File: config.mk
export PLATFORM = sky130hd
export DESIGN_NAME = run_controller
export DESIGN_NICKNAME = d
export VERILOG_FILES = /design/src/rtl/run_controller.sv
export SDC_FILE = /design/constraint.sdc
export NUM_CORES = 1
export LEC_CHECK = 0
export BUFFER_PORTS_ARGS = -buffer_cell sky130_fd_sc_hd__buf_2
export CAP_MARGIN = 20
export CORE_UTILIZATION = 50
export CTS_CLUSTER_DIAMETER = 100
export DETAILED_ROUTE_END_ITERATION = 16
export PLACE_DENSITY = 0.76
export SLEW_MARGIN = 20
export SYNTH_ARGS = -nofsm -noshare
export SYNTH_HDL_FRONTEND = slang
export SYNTH_SLANG_ARGS = --single-unit
File: constraint.sdc
create_clock -name clk -period 1.55 [get_ports clk]
set_input_delay 0.2325 -clock clk [delete_from_list [all_inputs] [get_ports clk]]
set_output_delay 0.2325 -clock clk [all_outputs]
set_load 0.1 [all_outputs]
File: src/rtl/run_controller.sv
// rtl/run_controller.sv - button-driven run/pause/halt controller with instruction clock divider and statistics
module run_controller #(
  parameter int DIV_SLOW = 16,
  parameter int DIV_FAST = 4,
  parameter int DEBOUNCE = 8
) (
  input  logic        clk,
  input  logic        RST,
  input  logic        stop_button,
  input  logic        Fre_Choice,
  input  logic        halt,
  input  logic        is_jump,
  input  logic        is_branch,
  input  logic        branch_taken,
  output logic        cpu_en,
  output logic        running,
  output logic        halted,
  output logic [15:0] instr_num,
  output logic [15:0] nocondition_num,
  output logic [15:0] condition_num,
  output logic [15:0] condition_success_num
);

  localparam int DIV_MAX = (DIV_SLOW > DIV_FAST) ? DIV_SLOW : DIV_FAST;
  localparam int DW      = $clog2(DIV_MAX) + 1;
  localparam int BW      = $clog2(DEBOUNCE) + 1;

  localparam logic [DW-1:0] SLOW_LAST = DW'(DIV_SLOW - 1);
  localparam logic [DW-1:0] FAST_LAST = DW'(DIV_FAST - 1);
  localparam logic [BW-1:0] DEB_LAST  = BW'(DEBOUNCE - 1);

  typedef enum logic [1:0] {
    S_PAUSE  = 2'd0,
    S_RUN    = 2'd1,
    S_HALTED = 2'd2
  } state_t;

  state_t          r_state;
  state_t          w_state_nxt;
  logic            r_btn_s1, r_btn_s2;
  logic            r_fre_s1, r_fre_s2;
  logic            r_db_level;
  logic [BW-1:0]   r_db_cnt;
  logic [DW-1:0]   r_div;
  logic [DW-1:0]   w_div_nxt;
  logic            r_cpu_en;
  logic [15:0]     r_instr, r_nocond, r_cond, r_succ;
  logic            w_press;
  logic            w_fre_chg;
  logic [DW-1:0]   w_div_last;
  logic [DW-1:0]   w_div_last_nxt;

  function automatic logic [15:0] sat_inc(input logic [15:0] v);
    return (v == 16'hFFFF) ? v : v + 16'd1;
  endfunction

  // Press fires on the very edge the debounced level rises, so the FSM reacts with no extra delay.
  assign w_press        = r_btn_s2 & ~r_db_level & (r_db_cnt == DEB_LAST);
  // Synchronized speed select is about to change: the divider restarts from zero on this edge.
  assign w_fre_chg      = r_fre_s1 ^ r_fre_s2;
  assign w_div_last     = r_fre_s2 ? FAST_LAST : SLOW_LAST;
  // Period in force after this edge, used to predict the registered pulse.
  assign w_div_last_nxt = r_fre_s1 ? FAST_LAST : SLOW_LAST;

  // Two-flop synchronizers for the asynchronous button and speed switch.
  always_ff @(posedge clk or negedge RST) begin
    if (!RST) begin
      r_btn_s1 <= 1'b0;
      r_btn_s2 <= 1'b0;
      r_fre_s1 <= 1'b0;
      r_fre_s2 <= 1'b0;
    end else begin
      r_btn_s1 <= stop_button;
      r_btn_s2 <= r_btn_s1;
      r_fre_s1 <= Fre_Choice;
      r_fre_s2 <= r_fre_s1;
    end
  end

  // Debouncer: accept a new level only after it has differed for DEBOUNCE consecutive cycles.
  always_ff @(posedge clk or negedge RST) begin
    if (!RST) begin
      r_db_level <= 1'b0;
      r_db_cnt   <= '0;
    end else if (r_btn_s2 == r_db_level) begin
      r_db_cnt <= '0;
    end else if (r_db_cnt == DEB_LAST) begin
      r_db_level <= r_btn_s2;
      r_db_cnt   <= '0;
    end else begin
      r_db_cnt <= r_db_cnt + 1'b1;
    end
  end

  // FSM state register.
  always_ff @(posedge clk or negedge RST) begin
    if (!RST) r_state <= S_PAUSE;
    else      r_state <= w_state_nxt;
  end

  // Next state: halt outranks a simultaneous press; HALTED is only left through reset.
  always_comb begin
    w_state_nxt = r_state;
    case (r_state)
      S_PAUSE:  if (w_press) w_state_nxt = S_RUN;
      S_RUN: begin
        if (r_cpu_en && halt) w_state_nxt = S_HALTED;
        else if (w_press)     w_state_nxt = S_PAUSE;
      end
      S_HALTED: w_state_nxt = S_HALTED;
      default:  w_state_nxt = S_PAUSE;
    endcase
  end

  // Divider next value: parked at zero outside RUN and on a speed change, otherwise wraps at the period.
  always_comb begin
    w_div_nxt = r_div;
    if (r_state != S_RUN || w_fre_chg) w_div_nxt = '0;
    else if (r_div >= w_div_last)      w_div_nxt = '0;
    else                               w_div_nxt = r_div + 1'b1;
  end

  // Divider and registered cpu_en pulse, which tracks RUN with the divider at its last count.
  always_ff @(posedge clk or negedge RST) begin
    if (!RST) begin
      r_div    <= '0;
      r_cpu_en <= 1'b0;
    end else begin
      r_div    <= w_div_nxt;
      r_cpu_en <= (w_state_nxt == S_RUN) && (w_div_nxt == w_div_last_nxt);
    end
  end

  // Saturating statistics, updated for every executed instruction including the halting one.
  always_ff @(posedge clk or negedge RST) begin
    if (!RST) begin
      r_instr  <= '0;
      r_nocond <= '0;
      r_cond   <= '0;
      r_succ   <= '0;
    end else if (r_cpu_en) begin
      r_instr <= sat_inc(r_instr);
      if (is_jump)                  r_nocond <= sat_inc(r_nocond);
      if (is_branch)                r_cond   <= sat_inc(r_cond);
      if (is_branch & branch_taken) r_succ   <= sat_inc(r_succ);
    end
  end

  assign cpu_en                = r_cpu_en;
  assign running               = (r_state == S_RUN);
  assign halted                = (r_state == S_HALTED);
  assign instr_num             = r_instr;
  assign nocondition_num       = r_nocond;
  assign condition_num         = r_cond;
  assign condition_success_num = r_succ;

endmodule

Word level (Yosys, flattened, before mapping)
Cells that the tools add are included.
{ "word_totals": {"romBits": 0, "reg_bits": 81, "latchBits": 0, "inputBits": 8, "mem_bits_rw": 0, "wordCells": 60, "out_inout_bits": 67, "memories": 0} }
{ "op_classes": {"bitwise": 10, "shifts": 0, "n_mux": 10, "div": 0, "n_eq_ne": 11, "mul": 0, "reduce_logical": 9, "add_sub_neg": 6, "n_lt_le_gt_ge": 1} }
{ "ops": {"columns": ["operator", "count"], "rows": [
  ["$add A16 B1 Y16 const B", 4],
  ["$eq A16 B16 Y1 const B", 4],
  ["$mux W4", 4],
  ["$mux W5", 2],
  ["$reduce_and A3 Y1", 3],
  ["$mux W2", 3],
  ["$not A1 Y1", 6],
  ["$pmux W2 S3", 1],
  ["$add A5 B1 Y5 const B", 1],
  ["$eq A5 B4 Y1", 1],
  ["$ge A5 B4 Y1", 1],
  ["$add A4 B1 Y4 const B", 1],
  ["$eq A2 B1 Y1 const B", 2],
  ["$eq A4 B3 Y1 const B", 1],
  ["$reduce_and A2 Y1", 2],
  ["$and A1 B1 Y1", 3],
  ["$eq A2 B2 Y1 const B", 1],
  ["$logic_and A1 B1 Y1", 2],
  ["$logic_not A2 Y1", 1],
  ["$ne A2 B1 Y1 const B", 1],
  ["$eq A1 B1 Y1", 1],
  ["$logic_or A1 B1 Y1", 1],
  ["$xor A1 B1 Y1", 1]
]} }

Longest topological paths before layout
Gate-level depths: netlist of the first run.
{ "depth": {"depth_word": 8, "ltp_mapped": 6, "mapped_depth_nobuf": 6} }

Worst setup path after synthesis of the first run
Ideal clock, no wire load.
{ "synth_timing": {"path_kind": "register to register", "startpoint": "register r_state[1]", "endpoint": "register r_cpu_en (netlist: cpu_en)", "period_less_slack_ns": 2.725, "required_time_ns": 1.450, "setup_ns": 0.100, "stages_incl_launch_ff": 4, "arrival_ns": 2.625, "n_path_buf": 0, "slack_ns": -1.175, "cell_sequence": "dfrtp_1 -> nor2b_1 -> o2111ai_1 -> nor4_2"} }
{ "synth_between": {"word_cells_on_any_way": 13, "cone_classes": "5 x eq/ne; 5 x mux; 3 x reduce/logical"} }
{ "synth_rtl": {"columns": ["element", "line", "source"], "rows": [
  ["start: declaration", "38", "state_t r_state;"],
  ["start signal: assignment", "98", "else r_state <= w_state_nxt;"],
  ["$eq A2 B1 Y1", null, null],
  ["via running", "16", "output logic running,"],
  ["$pmux W2 S3", "104", "case (r_state)"],
  ["$eq A2 B1 Y1", "130", "r_cpu_en <= (w_state_nxt == S_RUN) && (w_div_nxt == w_div_last_nxt);"],
  ["$logic_and A1 B1 Y1", "130", null],
  ["end signal: assignment", "130", null],
  ["end: declaration", "46", "logic r_cpu_en;"]
]} }
The timed path passes the listed nets, and every way through them passes these cells.
A chain may end at the register's enable or synchronous reset.

Final worst setup path of the first run
{ "layout_timing": {"startpoint": "register r_div[1]", "endpoint": "register r_cpu_en (netlist: cpu_en)"} }
{ "layout_between": {"elab_chain_cells": 5, "word_cells_on_any_way": 6, "cone_classes": "1 x add/sub; 1 x order compare; 1 x eq/ne; 2 x mux; 1 x reduce/logical"} }
{ "layout_lines": {"columns": ["element", "line", "source"], "rows": [
  ["start: declaration", "44", "logic [DW-1:0] r_div;"],
  ["start signal: assignment", "129", "r_div <= w_div_nxt;"],
  ["$add A5 B1 Y5 or $ge A5 B4 Y1 (tied branches)", "120, 119", null],
  ["$mux W5 *", "119", "else if (r_div >= w_div_last) w_div_nxt = '0;"],
  ["$mux W5 *", "118", "if (r_state != S_RUN || w_fre_chg) w_div_nxt = '0;"],
  ["$eq A5 B4 Y1 *", "130", null],
  ["$logic_and A1 B1 Y1 *", "130", null]
]} }
Mark *: on every way between the ends. The rest lies on a longest branch, timed or not.

==> results.toml, run 1 <==
[detailed_routing]
num_vias = 3527
drc = 0
wire_per_inst_um = 16.1
dr.pass1.iters = 4
routed_via_density = 5.50
routed_wl_um = 10300
drtIter0Drc = 170
ant_nets = 0

[logic_synthesis]
yosysUniqueCellTypes = 48
ys_top_cells_by_area = "dfrtp_1 (51%), xor2_1 (7.1%), nand3_1 (3.7%)"
synth_nets = 381
synth-simple-area-share_pct = 25.1
synthFlopType = "dfrtp_1"
synthMuxAreaShare_pct = 3.70
synth_xor_area_share_pct = 10.6
postSynthAreaPerCell_um2 = 10.9
synth_seq_area_share_pct = 51.2
syn_area_um2 = 3960
synthTopCellsByCount = "dfrtp_1 (81), xor2_1 (32), nand2_1 (29), nand3_1 (29), nor2_1 (25)"
syn_inst = 364
yosysMostFrequentCell = "dfrtp_1"
synth_top_cell_area_share_pct = 51.2
yosysWarnings = 0
synth_top_cell_by_area = "dfrtp_1"
synth_compound_area_share_pct = 5.50
ys_seq_elements = 81
synthArstFlopShare_pct = 100
synth_fa_ha_area_share_pct = 2.85
synth_top_family_by_area = "simple AND/OR/NAND/NOR gates"
synth-edff-count = 0

[sta]
setup-tns-final_ns = -0.493
setup_violations = 13
slew_headroom_pct = 66.4
hold_viol = 0
min_period_over_period_pct = 112
setup_ws_ns = -0.192
fmax_ghz = 0.574
rsz0062_at_grt = "yes"
fin_crit_ns = 1.74
slew_violations = 0
hold_ws_ns = 0.128
fin_skew_ns = 0.00957
max_slew.worst_pin.slew_ns = 0.507

[power]
p_sw_mw = 1.12
p_int_mw = 3.44
clkPwrFrac_pct = 41.8
power_mw = 4.56
leakage_nw = 2.90
peakVddDrop_mv = 0.749
sw_frac_of_total_pct = 24.6
power.share.sequential_pct = 48.6
combPwrFrac_pct = 9.7
power.density_nw_per_um2 = 723

[final_layout]
nets = 551
diodes = 0
syn_to_final_growth_pct = 59.5
drive_gt1_share_pct = 61.8
fin_util_pct = 82.1
fill_cells = 427

[floorplan]
pin_count = 75
fp.dieW_um = 91.0
rows = 32
design.die.area_um2 = 8270
core_um2 = 7690
start_util_pct = 51.5
die_h_um = 91.0

[global_route]
top_usage_layer = "met2"
antenna_found_initial = 0
use_met2_pct = 40.5
grt_pass1_wl_um = 16200
grt_usage_pct = 24.8
grtUsageMet3_pct = 4.69
grt_pass1_vias = 3425
grt_start_max_net_pins = 33
use_met1_pct = 32.0
gr-total-overflow = 0

[placement]
dp_hpwl_um = 6870
place.gp.congestion = 0.838
port_buffers = 74

[outcome]
status = "finished, violations left"
violations = "setup timing"

[setup_path]
path_cells = "ha_2 -> xnor2_1 -> or3b_1 -> a2111o_1 -> nor4_2"
path_class = "register to register"
r2r_end = "cpu_en$_DFF_PN0_"
cp.buffers_inverters = 0
r2r_slack_ns = -0.19
end_kind = "register"
cp_max_fo = 2
cp-start-kind = "register"
cp.arrival_ns = 2.00
endpoint = "cpu_en$_DFF_PN0_"
crit_cells = 5
crit_required_ns = 1.81
cp_top_family = "simple AND/OR/NAND/NOR gates"
rr_worst_depth = 5
critical-path-slowest-cell = "dfrtp_1"
startpoint = "r_div[1]$_DFF_PN0_"
critical-path-max-stage-delay_ns = 0.41
timing.rr.start = "r_div[1]$_DFF_PN0_"

[cts]
cts_tree = "yes"
clkSinkCount = 81
root_buffer = "clkbuf_8"
numCtsBuffers = 9
clkTransAtPathRegs_ns = 0.08
clockBufferDepth = 2
clock_latency_ns = 0.36
h-tree-depth = 3

[hold_path]
hold_class = "input pin to register"

[job]
max_cap_viol_count = 0
-- placed cells by master, fill, tap and decap left out, drive strengths merged, types with 2 or more instances in the layout --
cell         instances
a211oi               3
a21oi               10
a31oi                5
and3                 8
and4                 6
buf                159
bufinv               3
clkbuf              12
dfrtp               81
dlygate4sd3          3
ha                   9
inv                  4
mux2                13
nand2               29
nand2b               4
nand3               31
nand4               20
nand4b               2
nor2                26
nor2b                3
nor3                20
nor3b                2
nor4                10
o21a                 2
o21ai               10
or3                  2
xnor2               16
xor2                32
-- power groups by stage --
stage | sequential (mW) | clock [mW] | combinational (mW)
after floorplan | 2.30 | 0 | 0.202
after global placement | 2.26 | 0 | 0.412
after detailed placement | 2.26 | 0 | 0.422
after CTS | 2.22 | 1.91 | 0.439
after global routing | 2.22 | 2.00 | 0.477
final | 2.22 | 1.91 | 0.442
-- what timing repair did --
action                                  in CTS  in global routing
gates cloned                                 0                  0
hold endpoints to repair                    28                  0
endpoints found under the setup margin      43                 47
gates resized for setup                     32                 47
pin swaps                                    6                 33
hold buffers                                 3                  0
setup buffers                                5                 16
-- stage by stage --
stage               cells  setup WS (ns)  instance area, um^2
detailed placement    601         -0.176                 5570
CTS                   625         -0.160                 5980
global placement      601         -0.101                 5570
floorplan             364         -0.343                 4570
finish                641         -0.192                 6310
global route          641         -0.259                 6310
-- layout make-up --
type / instances / area, um^2 / area share (%)
multi-input cells: 275 / 2430 / 38.5
flip-flops and latches: 81 / 2270 / 36.0
repair buffers: 163 / 1230 / 19.4
clock buffers: 11 / 141 / 2.24
well taps: 102 / 128 / 2.02
clock inverters: 5 / 103 / 1.63
inverters: 4 / 15.0 / 0.238
-- logic make-up after synthesis --
family,Yosys count
adder cells (fa/ha/maj),9
buffers and inverters,8
flip-flops,81
AND/OR/NAND/NOR,170
AO/OA/AOI/OAI,35
multiplexers,13
XOR/XNOR,48
-- metal layers --
layer  share of wire (%)  routed length, um  vias up
met5                   0                  0        -
met4                 2.5                258        0
met3                 3.2                328       21
met2                  51               5220       66
met1                  44               4510     1782
li1                    -                  -     1658
-- how the worst min path moves through the flow --
stage | start | end | cells after the start
after floorplan | RST | condition_success_num[15]$_DFFE_PN0P_ | 0
after global placement | RST | instr_num[13]$_DFFE_PN0P_ | 1
after detailed placement | RST | instr_num[11]$_DFFE_PN0P_ | 1
after CTS | halt | r_state[1]$_DFF_PN0_ | 2
after global routing | halt | r_state[1]$_DFF_PN0_ | 2
final | halt | r_state[1]$_DFF_PN0_ | 2
-- registers in the layout, indices dropped and copies added, names as in the netlist, 2 cells and up --
name                   cells
r_state                    2
condition_num             16
instr_num                 16
r_db_cnt                   4
condition_success_num     16
nocondition_num           16
r_div                      5
(Power assumes the default switching activity.)
==> run 2, diff against run 1 <==
==> constraint.sdc (replaced) <==
create_clock -name clk -period 1.55 [get_ports clk]
set_input_delay 0.465 -clock clk [delete_from_list [all_inputs] [get_ports clk]]
set_output_delay 0.465 -clock clk [all_outputs]
set_load 0.1 [all_outputs]
==> results.toml, run 2 <==
[logic_synthesis]
syn_area_um2 = 3960
yosysUniqueCellTypes = 48
synthArstFlopShare_pct = 100
yosysWarnings = 0
synthTopCellsByCount = "dfrtp_1 (81), xor2_1 (32), nand2_1 (29), nand3_1 (29), nor2_1 (25)"
synthFlopType = "dfrtp_1"
postSynthAreaPerCell_um2 = 10.9
syn_inst = 364
yosysMostFrequentCell = "dfrtp_1"
synth_top_cell_by_area = "dfrtp_1"
synth-edff-count = 0
synth_seq_area_share_pct = 51.2
synth_nets = 381
ys_seq_elements = 81
ys_top_cells_by_area = "dfrtp_1 (51%), xor2_1 (7.1%), nand3_1 (3.7%)"
synth_top_cell_area_share_pct = 51.2

[outcome]
failed_stage = "4_1_cts"
status = "stopped before the end"
first-error = "[ERROR DPL-0038] Utilization greater than 100%, impossible to legalize"

[cts]
clockBufferDepth = 2
numCtsBuffers = 9
h-tree-depth = 3
root_buffer = "clkbuf_8"
ctsResizeCount = 88
holdBufCountCts = 0
clkSinkCount = 81
post-cts-setup-buffer-count = 64

[placement]
port_buffers = 74
place.gp.congestion = 0.885
pre_cts_slack_ns = -0.232
dp_hpwl_um = 8710
place_inst = 628

[floorplan]
start_util_pct = 51.5
pin_count = 75
fp.dieW_um = 91.0
rows = 32
die_h_um = 91.0
## run 2: metrics by stage
step / hold slack, ns / area [um^2] / setup TNS (ns)
after floorplan: 0.169 / 4570 / -7.75
after global placement: 0.339 / 6740 / -0.149
after detailed placement: 0.348 / 6740 / -1.28
## run 2: cell families after synthesis
group | after synthesis | synth area share (%)
mux | 13 | 3.70
buf+inv | 8 | 0.949
compound gates | 35 | 5.50
flops | 81 | 51.2
fa+ha+maj | 9 | 2.85
xor+xnor | 48 | 10.6
simple gates | 170 | 25.1
==> run 3, diff against run 2 <==
CORE_UTILIZATION = 40   (was 50)
CTS_CLUSTER_DIAMETER = unset   (was 100)
PLACE_DENSITY = unset   (was 0.76)
PLACE_DENSITY_LB_ADDON = 0.15   (was unset)
clock period = 2 ns   (was 1.55 ns; I/O delays follow)
==> results.toml, run 3 (synthesis results as in run 1) <==
[global_route]
grtUsageMet3_pct = 3.31
grt_pass1_vias = 2863
use_met2_pct = 26.9
grt_start_max_net_pins = 38
grt_usage_pct = 16.9
gr-total-overflow = 0
use_met1_pct = 23.1
antenna_found_initial = 0
grt_pass1_wl_um = 13700
top_usage_layer = "met2"

[power]
leakage_nw = 2.34
peakVddDrop_mv = 0.294
power.density_nw_per_um2 = 710

[setup_path]
crit_required_ns = 1.40
path_class = "register to output pin"
cp_max_fo = 4
cp-start-kind = "register"
critical-path-max-stage-delay_ns = 0.40
end_kind = "output pin"
cp_top_family = "flip-flops"
path_cells = "nor2b_2 -> clkbuf_4"
cp.buffers_inverters = 1
cp.arrival_ns = 1.28
critical-path-slowest-cell = "dfrtp_1"

[placement]
place_inst = 575
port_buffers = 74
place.gp.congestion = 0.788
pre_cts_slack_ns = 0.0516
placed_cell_area_um2 = 4680
dp_hpwl_um = 6080

[sta]
slew_headroom_pct = 61.4
setup_ws_ns = 0.124
hold_ws_ns = 0.0905
fmax_ghz = 0.533
slew_violations = 0
max_slew.worst_pin.slew_ns = 0.579
rsz0062_at_grt = "no"
fin_crit_ns = 1.88
setup_violations = 0
min_period_over_period_pct = 93.8
setup-tns-final_ns = 0
fin_skew_ns = 0.00841
hold_viol = 0

[final_layout]
most-common-layout-cells = "buf_2 (70), dfrtp_2 (57), xor2_1 (32)"
syn_to_final_growth_pct = 25.0
postLayoutCellArea_um2 = 4950
diodes = 0
final_common_cell = "buf_2"
seq_area_um2 = 2120
fill_cells = 878
nets = 474
multi_input_area_um2 = 1900
drive_gt1_share_pct = 41.1
fin_cells = 591

[floorplan]
die_h_um = 101
rows = 35
design.die.area_um2 = 10300
fp.dieW_um = 101
start_util_pct = 42.0
pin_count = 75
core_um2 = 9420

[cts]
clkSinkCount = 81
clkTransAtPathRegs_ns = 0.08
clockBufferDepth = 2
holdBufCountCts = 0
cts_tree = "yes"
post-cts-setup-buffer-count = 0
numCtsBuffers = 9
clock_latency_ns = 0.34
root_buffer = "clkbuf_8"
h-tree-depth = 3

[detailed_routing]
dr.pass1.iters = 4
drc = 0
wire_per_inst_um = 13.8
ant_nets = 0
routed_wl_um = 8150
drtIter0Drc = 68
num_vias = 3104
routed_via_density = 5.25

[hold_path]
hold_class = "input pin to asynchronous set/reset pin"

[job]
max_cap_viol_count = 0

[outcome]
status = "completed"
## run 3: final cells by class
class / count / share of cell area [%]
Tap cell: 129 / 3.26
Sequential cell: 81 / 43.0
Inverter: 4 / 0.304
Multi-Input combinational cell: 275 / 38.5
Clock inverter: 5 / 2.58
Clock buffer: 11 / 2.66
Timing Repair Buffer: 86 / 9.76
## run 3: path summary, 6_finish.rpt
check                                     start                        endpoint  slack [ns]  depth (start not counted)
setup / recovery           r_state[0]$_DFF_PN0_                         running        0.12                          2
hold / removal                              RST  nocondition_num[8]$_DFFE_PN0P_        0.09                          1
min in group clk             r_btn_s1$_DFF_PN0_              r_btn_s2$_DFF_PN0_        0.36                          0
max in group asynchronous                   RST       instr_num[15]$_DFFE_PN0P_        1.39                          2
setup reg to reg             r_div[0]$_DFF_PN0_                cpu_en$_DFF_PN0_        0.18                          5
hold reg to reg              r_btn_s1$_DFF_PN0_              r_btn_s2$_DFF_PN0_        0.36                          0
## run 3: metrics by stage
stage	power (mW)	util [%]
final	3.51	52.5
after CTS	3.57	52.5
after global routing	3.68	52.5
after global placement	2.01	49.7
after detailed placement	2.02	49.7
after floorplan	1.93	-
## run 3: worst register-to-register path, delay by kind of cell (launching register included)
kind / cells / cell delay [ns]
flops: 1 / 0.43
xor+xnor: 1 / 0.16
compound gates: 1 / 0.38
fa+ha+maj: 1 / 0.25
simple gates: 2 / 0.49
## run 3: power breakdown
group / switching, mW / internal (mW) / leakage [nW]
clock: 0.575 / 0.957 / 0.124
combinational: 0.186 / 0.0755 / 1.21
sequential: 0.0396 / 1.68 / 1.00
total: 0.800 / 2.71 / 2.34
## run 3: timing repair
item	4_1_cts	5_1_grt
pin swaps	0	0
endpoints found under the setup margin	1	2
resized for setup	1	2
## run 3: routing by layer
layer,routed length (um),part of all wire [%]
met1,3980,49
met2,3810,47
met3,271,3.3
met4,87,1.1
met5,0,0
==> run 4, diff against run 3 <==
HOLD_SLACK_MARGIN = 0.05   (was unset)
clock period = 2.1 ns   (was 2 ns; I/O delays follow)
==> results.toml, run 4 (synthesis results as in run 1) <==
[floorplan]
pin_count = 75
rows = 35
start_util_pct = 42.0
die_h_um = 101
core_um2 = 9420
design.die.area_um2 = 10300
fp.dieW_um = 101

[cts]
clkTransAtPathRegs_ns = 0.09
ctsResizeCount = 0
post-cts-setup-buffer-count = 0
cts_tree = "yes"
clkSinkCount = 81
numCtsBuffers = 9
holdBufCountCts = 0
h-tree-depth = 3
clockBufferDepth = 2
root_buffer = "clkbuf_8"
clock_latency_ns = 0.35

[setup_path]
timing.rr.start = "condition_success_num[0]$_DFFE_PN0P_"
critical-path-max-stage-delay_ns = 0.55
path_class = "register to output pin"
crit_required_ns = 1.47
end_kind = "output pin"
r2r_end = "condition_success_num[10]$_DFFE_PN0P_"
path_cells = "buf_2"
cp.buffers_inverters = 1
cp.arrival_ns = 1.38
cp-start-kind = "register"
cp_top_family = "flip-flops"
r2r_slack_ns = 0.27
cp_max_fo = 13
critical-path-slowest-cell = "dfrtp_2"
rr_worst_depth = 5

[sta]
setup_violations = 0
hold_viol = 0
fmax_ghz = 0.496
max_slew.worst_pin.slew_ns = 0.566
slew_headroom_pct = 62.3
fin_crit_ns = 2.01
rsz0062_at_grt = "no"
setup-tns-final_ns = 0
min_period_over_period_pct = 95.9
setup_ws_ns = 0.0856
fin_skew_ns = 0.0132
slew_violations = 0

[detailed_routing]
num_vias = 3044
wire_per_inst_um = 13.9
drtIter0Drc = 108
routed_via_density = 5.18
dr.pass1.iters = 6
ant_nets = 0
routed_wl_um = 8190
drc = 0

[final_layout]
postLayoutCellArea_um2 = 4860
drive_gt1_share_pct = 38.8
fin_util_pct = 51.7
diodes = 0
syn_to_final_growth_pct = 23.0
nets = 471
final_common_cell = "buf_2"
most-common-layout-cells = "buf_2 (72), dfrtp_2 (50), xor2_1 (32)"

[placement]
place.gp.congestion = 0.836
dp_hpwl_um = 5950
pre_cts_slack_ns = 0.0803
placed_cell_area_um2 = 4640
port_buffers = 74

[global_route]
grt_pass1_vias = 2865
antenna_found_initial = 0
grt_usage_pct = 17.2
grt_start_max_net_pins = 52
grt_pass1_wl_um = 13700
gr-total-overflow = 0

[power]
leakage_nw = 2.33
power.density_nw_per_um2 = 646
peakVddDrop_mv = 0.304
power_mw = 3.14

[hold_path]
hold_class = "input pin to asynchronous set/reset pin"

[outcome]
status = "completed"

[job]
max_cap_viol_count = 0
run 4: changes by cell type in the layout (fill, tap and decap cells not counted), sizes merged:
cell	previous run	this run
bufinv	4	2
clkbuf	13	10
clkinv	0	4
buf	84	82
run 4: cell type report:
cell class                      count  area, um^2
Fill cell                         883        4550
Sequential cell                    81        2100
Multi-Input combinational cell    275        1900
Timing Repair Buffer               83         468
Tap cell                          129         161
Clock buffer                        9         124
Clock inverter                      7        95.1
Inverter                            4        15.0
run 4: worst max-delay path by stage:
| stage | start | depth (start not counted) | to |
|---|---|---|---|
| 2_1_floorplan | nocondition_num[7]$_DFFE_PN0P_ | 4 | nocondition_num[14]$_DFFE_PN0P_ |
| 3_3_place_gp | is_branch | 5 | condition_success_num[15]$_DFFE_PN0P_ |
| 3_5_place_dp | is_branch | 5 | condition_success_num[15]$_DFFE_PN0P_ |
| 4_1_cts | r_state[0]$_DFF_PN0_ | 2 | running |
| 5_1_grt | cpu_en$_DFF_PN0_ | 1 | cpu_en |
| 6_report | cpu_en$_DFF_PN0_ | 1 | cpu_en |
run 4: stage by stage:
stage / std cells / hold slack, ns
finish: 588 / 0.224
global route: 588 / 0.213
CTS: 588 / 0.216
detailed placement: 572 / 0.338
global placement: 572 / 0.338
floorplan: 364 / 0.331
run 4: where the power goes:
group / internal [mW] / total [mW] / leakage [nW] / switching (mW)
Combinational: 0.0720 / 0.251 / 1.20 / 0.179
Clock: 0.669 / 1.25 / 0.109 / 0.580
Sequential: 1.60 / 1.64 / 1.02 / 0.0405
run 4: metal layers:
| layer | global-route usage (%) | vias up | part of all wire, % |
|---|---|---|---|
| met5 | 0 | - | 0 |
| met4 | 6.02 | 0 | 0.85 |
| met3 | 3.73 | 8 | 3.7 |
| met2 | 27.1 | 64 | 45 |
| met1 | 23.5 | 1468 | 50 |
| li1 | - | 1504 | - |
